==> src/rtl/riscv_lsu_pkg.sv <==
// Shared constants and types for the RV32I load/store unit.
package riscv_lsu_pkg;

  // Load funct3 encodings
  localparam logic [2:0] F3_LB  = 3'b000;
  localparam logic [2:0] F3_LH  = 3'b001;
  localparam logic [2:0] F3_LW  = 3'b010;
  localparam logic [2:0] F3_LBU = 3'b100;
  localparam logic [2:0] F3_LHU = 3'b101;

  // Store funct3 encodings
  localparam logic [2:0] F3_SB  = 3'b000;
  localparam logic [2:0] F3_SH  = 3'b001;
  localparam logic [2:0] F3_SW  = 3'b010;

  typedef enum logic [1:0] {
    IDLE = 2'd0,
    REQ  = 2'd1,
    WAIT = 2'd2,
    DONE = 2'd3
  } lsu_state_e;

endpackage

==> src/rtl/lsu_align.sv <==
// Combinational lane logic: byte enables, store replication,
// load extraction/extension and access legality.
module lsu_align
  import riscv_lsu_pkg::*;
(
  input  logic        we_i,
  input  logic [2:0]  funct3_i,
  input  logic [1:0]  addr_i,
  input  logic [31:0] wdata_i,
  input  logic [31:0] rdata_i,
  output logic [3:0]  be_o,
  output logic [31:0] wdata_rep_o,
  output logic [31:0] rdata_ext_o,
  output logic        misaligned_o,
  output logic        illegal_o
);

  logic [31:0] shifted;

  // Decode access width, build lanes and check legality.
  // Store encodings share values with LB/LH/LW; unsigned forms are loads only.
  always_comb begin
    be_o         = '0;
    wdata_rep_o  = '0;
    rdata_ext_o  = '0;
    misaligned_o = 1'b0;
    illegal_o    = 1'b0;
    shifted      = rdata_i >> {addr_i, 3'b000};
    case (funct3_i)
      F3_LB, F3_LBU: begin
        be_o        = 4'b0001 << addr_i;
        wdata_rep_o = {4{wdata_i[7:0]}};
      end
      F3_LH, F3_LHU: begin
        be_o         = 4'b0011 << addr_i;
        wdata_rep_o  = {2{wdata_i[15:0]}};
        misaligned_o = addr_i[0];
      end
      F3_LW: begin
        be_o         = 4'b1111;
        wdata_rep_o  = wdata_i;
        misaligned_o = |addr_i;
      end
      default: illegal_o = 1'b1;
    endcase
    if (we_i && funct3_i[2]) illegal_o = 1'b1;
    case (funct3_i)
      F3_LB:   rdata_ext_o = {{24{shifted[7]}}, shifted[7:0]};
      F3_LBU:  rdata_ext_o = {24'h0, shifted[7:0]};
      F3_LH:   rdata_ext_o = {{16{shifted[15]}}, shifted[15:0]};
      F3_LHU:  rdata_ext_o = {16'h0, shifted[15:0]};
      F3_LW:   rdata_ext_o = rdata_i;
      default: rdata_ext_o = '0;
    endcase
  end

endmodule

==> src/rtl/load_store_unit.sv <==
// RV32I memory stage: accepts one access at a time, drives a
// req/gnt/rvalid data port and returns a single done pulse.
module load_store_unit
  import riscv_lsu_pkg::*;
#(
  parameter int unsigned XLEN = 32
) (
  input  logic            clk,
  input  logic            rst,
  input  logic            lsu_valid,
  output logic            lsu_ready,
  input  logic            lsu_we,
  input  logic [2:0]      lsu_funct3,
  input  logic [XLEN-1:0] lsu_addr,
  input  logic [XLEN-1:0] lsu_wdata,
  output logic            lsu_done,
  output logic [XLEN-1:0] lsu_rdata,
  output logic            lsu_err,
  output logic            dmem_req,
  output logic            dmem_we,
  output logic [XLEN-1:0] dmem_addr,
  output logic [3:0]      dmem_be,
  output logic [XLEN-1:0] dmem_wdata,
  input  logic            dmem_gnt,
  input  logic            dmem_rvalid,
  input  logic [XLEN-1:0] dmem_rdata
);

  lsu_state_e      state_q, state_d;
  logic            we_q;
  logic [2:0]      funct3_q;
  logic [1:0]      addr_lo_q;
  logic            err_q;
  logic [XLEN-1:0] rdata_q;
  logic            dmem_we_q;
  logic [XLEN-1:0] dmem_addr_q;
  logic [3:0]      dmem_be_q;
  logic [XLEN-1:0] dmem_wdata_q;

  logic            idle;
  logic            accept;
  logic            al_we;
  logic [2:0]      al_funct3;
  logic [1:0]      al_addr;
  logic [3:0]      al_be;
  logic [XLEN-1:0] al_wdata_rep;
  logic [XLEN-1:0] al_rdata_ext;
  logic            al_misaligned;
  logic            al_illegal;
  logic            acc_err;

  assign idle    = (state_q == IDLE);
  assign accept  = idle && lsu_valid;
  assign acc_err = al_misaligned || al_illegal;

  // One aligner serves both phases: live request fields while idle
  // (legality and store lanes), latched fields later (load extraction).
  assign al_we     = idle ? lsu_we            : we_q;
  assign al_funct3 = idle ? lsu_funct3        : funct3_q;
  assign al_addr   = idle ? lsu_addr[1:0]     : addr_lo_q;

  lsu_align u_align (
    .we_i         (al_we),
    .funct3_i     (al_funct3),
    .addr_i       (al_addr),
    .wdata_i      (lsu_wdata),
    .rdata_i      (dmem_rdata),
    .be_o         (al_be),
    .wdata_rep_o  (al_wdata_rep),
    .rdata_ext_o  (al_rdata_ext),
    .misaligned_o (al_misaligned),
    .illegal_o    (al_illegal)
  );

  // Next-state logic for the access sequence.
  always_comb begin
    state_d = state_q;
    case (state_q)
      IDLE: if (lsu_valid)   state_d = acc_err ? DONE : REQ;
      REQ:  if (dmem_gnt)    state_d = we_q ? DONE : WAIT;
      WAIT: if (dmem_rvalid) state_d = DONE;
      DONE:                  state_d = IDLE;
      default:               state_d = IDLE;
    endcase
  end

  // State, request latches and load result registers.
  always_ff @(posedge clk) begin
    if (rst) begin
      state_q      <= IDLE;
      we_q         <= 1'b0;
      funct3_q     <= '0;
      addr_lo_q    <= '0;
      err_q        <= 1'b0;
      rdata_q      <= '0;
      dmem_we_q    <= 1'b0;
      dmem_addr_q  <= '0;
      dmem_be_q    <= '0;
      dmem_wdata_q <= '0;
    end else begin
      state_q <= state_d;
      if (accept) begin
        we_q      <= lsu_we;
        funct3_q  <= lsu_funct3;
        addr_lo_q <= lsu_addr[1:0];
        err_q     <= acc_err;
        if (acc_err) begin
          rdata_q <= '0;
        end else begin
          dmem_we_q    <= lsu_we;
          dmem_addr_q  <= {lsu_addr[XLEN-1:2], 2'b00};
          dmem_be_q    <= al_be;
          dmem_wdata_q <= al_wdata_rep;
        end
      end
      if (state_q == WAIT && dmem_rvalid) rdata_q <= al_rdata_ext;
    end
  end

  assign lsu_ready  = idle;
  assign lsu_done   = (state_q == DONE);
  assign lsu_err    = (state_q == DONE) && err_q;
  assign lsu_rdata  = rdata_q;
  assign dmem_req   = (state_q == REQ);
  assign dmem_we    = dmem_we_q;
  assign dmem_addr  = dmem_addr_q;
  assign dmem_be    = dmem_be_q;
  assign dmem_wdata = dmem_wdata_q;

endmodule

==> config.mk <==
export PLATFORM = sky130hd
export DESIGN_NAME = load_store_unit
export DESIGN_NICKNAME = d
export VERILOG_FILES = /design/src/rtl/riscv_lsu_pkg.sv /design/src/rtl/lsu_align.sv /design/src/rtl/load_store_unit.sv
export SDC_FILE = /design/constraint.sdc
export NUM_CORES = 1
export LEC_CHECK = 0
export CORE_ASPECT_RATIO = 2
export CORE_MARGIN = 1
export CORE_UTILIZATION = 39
export DETAILED_ROUTE_END_ITERATION = 6
export GPL_TIMING_DRIVEN = 1
export PLACE_DENSITY = 0.81
export RECOVER_POWER = 25
export SETUP_SLACK_MARGIN = 0.15
export SYNTH_ARGS = -nofsm -noshare
export SYNTH_HDL_FRONTEND = slang
export SYNTH_SLANG_ARGS = --single-unit
==> constraint.sdc <==
create_clock -name clk -period 2.02 [get_ports clk]
set_input_delay 0.404 -clock clk [delete_from_list [all_inputs] [get_ports clk]]
set_output_delay 0.404 -clock clk [all_outputs]
set_load 0.005 [all_outputs]
# Word level (Yosys, flattened, before mapping)
# Cells that the tools add are included.
# classes
addsub	0
n_mul	0
n_div	0
order_cmp	0
eq_ne	10
n_shift	3
mux	18
bitwise	1
reduce_logical	16
# ops
operator	count
$pmux 32 s5	1
$mux 32	3
$pmux 32 s3	1
$shr 32x5->16	1
$pmux 4 s3	1
$mux 2	5
$pmux 2 s4	1
$eq 3x3->1 const B	2
$reduce_or 2->1	3
$reduce_or 5->1	1
$eq 2x2->1 const B	2
$logic_and 1x1->1	4
$mux 1	4
$ne 2x2->1 const B	2
$reduce_and 2->1	2
$reduce_bool 2->1	2
$shl 1x2->4 const A	1
$shl 2x2->4 const A	1
$eq 3x1->1 const B	1
$eq 3x2->1 const B	1
$logic_not 3->1	1
$mux 3	1
$reduce_and 3->1	1
$eq 2x1->1 const B	1
other kinds (5)	5
# totals
regBits	108
latchBits	0
mem_bits_rw	0
rom_bits	0
in_bits	105
out_inout_bits	105
word_cells	58
mem_count	0

# Depth between registers and ports, before layout
# depth
depth_word	10
depth_mapped	11
ltp_nobuf	7

# Modules after synthesis
# Synthesis repeated with hierarchy kept, for this count alone.
# unflattened
cells_unflattened	658
area_unflattened_um2	5133.7
# by_module_without_submodules
mod	instances	cells_each	area_each_um2	seq_area_each_um2
load_store_unit	1	464	3923.8	2162.1
lsu_align	1	194	1209.9	0.0

# Worst setup path before layout
# OpenSTA, ideal clock, no wires.
# synth_path
path_kind	register to register
from	reg state_q[0]
to	reg rdata_q[22], in the netlist lsu_rdata[22]
setup_time_ps	133
arrival_time_ps	2056
required_ps	1887
path_slack_ps	-170
stages_incl_launch_ff	10
path_buffers	3
synth_period_minus_slack_ps	2190
path_cell_list	dfxtp_1 inv_1 ha_1 buf_6 buf_6 a21oi_2 nor2b_2 a22oi_4 buf_4 o221ai_1
# synth_between
elab_chain_cells	9
elab_cells_between_ends	26
classes_between	eq/ne: 5; shift: 1; mux: 8; reduce/logical: 12
# synth_lines
item	line_no	text
start, declared	load_store_unit.sv:29	lsu_state_e state_q, state_d;
start signal, assigned	load_store_unit.sv:101	state_q <= state_d;
$logic_not 2->1 *	load_store_unit.sv:52	assign idle = (state_q == IDLE);
named net lsu_ready	load_store_unit.sv:11	output logic lsu_ready,
$mux 3	load_store_unit.sv:59	assign al_funct3 = idle ? lsu_funct3 : funct3_q;
$eq 3x3->1, or another cell as far along	lsu_align.sv:29, lsu_align.sv:47	
$reduce_or 5->1 (no source line)	n/a	
$mux 1	lsu_align.sv:29	case (funct3_i)
$mux 1	lsu_align.sv:46	if (we_i && funct3_i[2]) illegal_o = 1'b1;
$logic_or 1x1->1	load_store_unit.sv:54	assign acc_err = al_misaligned || al_illegal;
$reduce_bool 2->1 (no source line)	n/a	
$reduce_and 2->1 (no source line)	n/a	
end signal, assigned	load_store_unit.sv:116	if (state_q == WAIT && dmem_rvalid) rdata_q <= al_rdata_ext;
end, declared	load_store_unit.sv:34	logic [XLEN-1:0] rdata_q;
# The timed path passes the listed nets; every way through them passes the cells marked *.
# A chain may end at the register's enable or synchronous reset.

# Worst setup path in the final report
# layout_path
from	reg state_q[1]
to	reg dmem_addr_q[14], in the netlist dmem_addr[14]
# layout_between
elab_chain_cells	9
elab_cells_between_ends	20
classes_between	eq/ne: 4; mux: 6; bitwise: 1; reduce/logical: 9
# layout_lines
item	line_no	text
$logic_not 2->1 *	load_store_unit.sv:52	
$mux 3	load_store_unit.sv:59	
$eq 3x3->1, or another cell as far along	lsu_align.sv:29	
$reduce_or 5->1 (no source line)	n/a	
$mux 1	lsu_align.sv:29	
$mux 1	lsu_align.sv:46	
$logic_or 1x1->1	load_store_unit.sv:54	
$not 1->1 (no source line)	n/a	
$reduce_and 2->1 (no source line) *	n/a	
end signal, assigned	load_store_unit.sv:111	dmem_addr_q <= {lsu_addr[XLEN-1:2], 2'b00};
end, declared	load_store_unit.sv:36	logic [XLEN-1:0] dmem_addr_q;
# Every way passes the cells marked *; elsewhere a longest branch is shown, timed or not.

==> results.yml <==
pwr:
  power.static_leakage_nw: 3.48
  irDropWorstVdd_uv: 869
  p_seq_frac: 0.275
  power.switching_fraction: 0.370
  power_report.internal_total_mw: 6.76
  power.share.clock: 0.164
  power_per_cell_area_mw_per_mm2: 1200
  power.switching_mw: 3.97
  comb_power_share: 0.560
flow_run:
  max_cap_viol_count: 0
routing:
  drt.antenna.violating_nets: 0
  post_drt_via_cell_ratio: 5.69
  drt_iter0_drc: 230
  drcViolationCount: 0
  drt_first_pass_iters: 5
  drt-wirelength-per-cell_um: 20.6
  route.vias.total: 5558
  routed_wl_um: 20100
floorplanning:
  start_util: 0.404
  floorplan.die.width_um: 82.8
  floorplan.die_area_mm2: 0.0136
  row_count: 58
  fp.dieH_um: 164
  top_level_ports: 210
  core_region_area_mm2: 0.0126
worst_setup_path:
  timing_worst_setup_path_type: "reg2reg"
  critPathSlowestCell: "sky130_fd_sc_hd__dfxtp_2"
  worstPathRequired_ns: 2.23
  timing.critical_path.from_type: "register"
  worst-r2r-setup-slack_ns: -0.22
  critical_path_arrival_ns: 2.45
  timing.critical_path.cells: "inv_2 -> ha_4 -> buf_6 -> nor3b_4 -> o22ai_2 -> a221oi_4 -> buf_6 -> buf_12 -> mux2i_2 -> nor2_1"
  critical_path.max_stage_delay_ns: 0.34
  worstPathMaxFanout: 8
  timing.critical_path.mode_cell: "sky130_fd_sc_hd__buf_6"
  worstSetupEndpointType: "register"
placement:
  hpwl_um: 13400
  dp_worst_setup_slack_ns: -0.508
  postPlaceCellArea_mm2: 0.00781
  number_of_buffers_inserted_by_port_buffering: 207
  routabilityCongestion: 0.877
timing:
  final_min_period_over_clock_period: 1.11
  slew_violations: 0
  layout_setup_ws_ns: -0.219
  hold_viol: 0
  final_min_period_ns: 2.24
  setup_repair_after_global_routing_missed_its_margin: "yes"
  finalSetupViolations: 101
  maximum_clock_rate_ghz: 0.447
  setup_tns_ns: -15.59
  max-slew-margin-rel: 0.523
  whs_ns: 0.448
  worstMarginPinSlew_ns: 0.716
  clock-skew-final_ns: 0.00902
synthesis:
  synth-seq-cells: 108
  combinational_family_with_the_most_area_after_synthesis: "compound AO/OA/AOI/OAI gates"
  yosys-top-cells-count: "108 x sky130_fd_sc_hd__dfxtp_1, 70 x sky130_fd_sc_hd__nor2_1, 58 x sky130_fd_sc_hd__mux2i_1"
  synth_seq_area_share: 0.424
  unique_cell_type_count_in_the_yosys_netlist: 57
  synth_simple_gate_area_share: 0.123
  synthMuxAreaShare: 0.125
  yosys.cell_count.top_type: "sky130_fd_sc_hd__dfxtp_1"
  syn_area_per_cell_um2: 9.40
  synth_compound_area_frac: 0.240
  async_flop_share: 0
  syn_inst: 542
  synth_largest_area_cell: "sky130_fd_sc_hd__dfxtp_1"
  synth_flop_type: "sky130_fd_sc_hd__dfxtp_1"
  syn-cell-area_mm2: 0.00510
  largest_cells_by_area_after_synthesis: "sky130_fd_sc_hd__dfxtp_1 42%, sky130_fd_sc_hd__mux2i_1 11%, sky130_fd_sc_hd__nor2_1 5.2%"
  synth_xor_area_frac: 0
  synth-edff-count: 0
  yosys_warnings: 0
  synth_fa_ha_area_frac: 0.00982
  synth.top_cell.area_share: 0.424
clock_network:
  tritoncts: "done"
  numCtsBuffers: 9
  clkLatencyLatePin_ns: 0.35
  clock_sinks: 108
  cts_htree_levels: 3
  post_cts_hold_buffer_count: 0
  cts.clk_slew.worst_paths_ns: 0.08
  root_buffer_master: "sky130_fd_sc_hd__clkbuf_16"
  clk_path_buf_depth: 2
finish:
  antenna_cell_count: 0
  final_core_util: 0.705
  final_nets: 930
  final_area_mm2: 0.00890
  final_layout_size_suffix_gt1_frac: 0.245
  filler_cell_count: 869
  flow.area_growth_from_synthesis_pct: 74.7
grt:
  grt_start_max_net_pins: 59
  global_route.usage.total: 0.273
  number_of_antenna_violations_at_the_first_check_in_global_routing: 0
  grt_total_ovfl: 0
  grt_pass1_wl_um: 29300
  grt_pass1_vias: 5864
run_status:
  run_status: "complete, but fails checks"
  failing_checks: "setup timing"
min_path:
  worst_hold_path_type: "reg2reg"
## cells by family (layout without fill, tap and decap cells)
group	count (synthesis)	after routing
compound gates	152	152
simple gates	140	140
flops	108	108
buf+inv	75	358
mux	62	62
fa+ha+maj	4	4
other cells	1	2
## worst paths after layout
| path | to | cells past startpoint | from |
|---|---|---|---|
| setup / recovery | dmem_addr[14]$_SDFFE_PP0P_ | 10 | state_q[1]$_SDFFE_PP0P_ |
| hold reg to reg | lsu_rdata[6]$_SDFFE_PP0P_ | 2 | lsu_rdata[6]$_SDFFE_PP0P_ |
| setup reg to reg | dmem_addr[14]$_SDFFE_PP0P_ | 10 | state_q[1]$_SDFFE_PP0P_ |
| hold / removal | lsu_rdata[6]$_SDFFE_PP0P_ | 2 | lsu_rdata[6]$_SDFFE_PP0P_ |
## per-stage QoR
step,power [mW],cells
after CTS,10.2,968
after global placement,7.55,933
after detailed placement,7.70,933
final,10.7,976
after floorplan,5.49,543
after global routing,11.2,976
## worst max-delay path: cells and delay by family (launching register included)
| kind | cells | cell delay [ns] |
|---|---|---|
| buffers and inverters | 4 | 0.58 |
| AND/OR/NAND/NOR | 2 | 0.30 |
| AO/OA/AOI/OAI | 2 | 0.40 |
| flip-flops | 1 | 0.34 |
| multiplexers | 1 | 0.28 |
| adder cells (fa/ha/maj) | 1 | 0.20 |
## power by group through the flow
stage | sequential, mW | clock (mW) | combinational (mW)
after floorplan | 2.94 | 0 | 2.55
after global placement | 2.93 | 0 | 4.61
after detailed placement | 2.96 | 0 | 4.74
after CTS | 2.92 | 1.78 | 5.50
after global routing | 3.00 | 1.88 | 6.30
final | 2.95 | 1.76 | 6.01
## final cells by class
cell class              count  area [um2]  share of cell area
clock inverters             6        55.1             0.00618
inverters                  38         143              0.0160
multi-input cells         360        3000               0.337
clock buffers              10         239              0.0268
repair buffers            304        3120               0.350
well taps                 150         188              0.0211
flip-flops and latches    108        2160               0.243
## registers in the layout (all words and copies together) (netlist names)
name / flops
we_q: 1
err_q: 1
lsu_rdata: 32
dmem_addr: 30
state_q: 2
funct3_q: 3
dmem_wdata: 32
dmem_be: 4
addr_lo_q: 2
dmem_we: 1
## cell usage in the layout (no fill, tap or decap), drive strengths merged, types with 4 or more instances in the layout
master | netlist | routed
o22a | 8 | 8
clkbuf | 11 | 14
o221ai | 18 | 18
and2 | 4 | 4
inv | 38 | 41
nor2 | 72 | 72
nor3b | 4 | 4
nor3 | 6 | 6
o21ai | 10 | 10
a22oi | 25 | 25
o211ai | 8 | 8
dlygate4sd3 | 0 | 26
dfxtp | 108 | 108
ha | 4 | 4
clkdlybuf4s50 | 0 | 175
a21oi | 20 | 20
o2bb2ai | 7 | 7
a211oi | 13 | 13
a22o | 18 | 18
o22ai | 10 | 10
mux2i | 60 | 60
nand2 | 42 | 42
nand2b | 4 | 4
buf | 26 | 96
## layer usage
layer | share of wire | GRT usage | vias to the layer above
met5 | 0 | 0 | -
met4 | 0.074 | 0.190 | 0
met3 | 0.070 | 0.0647 | 102
met2 | 0.54 | 0.516 | 325
met1 | 0.32 | 0.254 | 2618
li1 | - | - | 2513
## timing repair
item | in CTS | in global routing
pin swaps | 18 | 20
endpoints found under the setup margin | 105 | 105
buffers inserted | 12 | 6
gates resized for setup | 53 | 40
cloned | 7 | 2
Note: power is estimated with default switching activity, not from simulation.
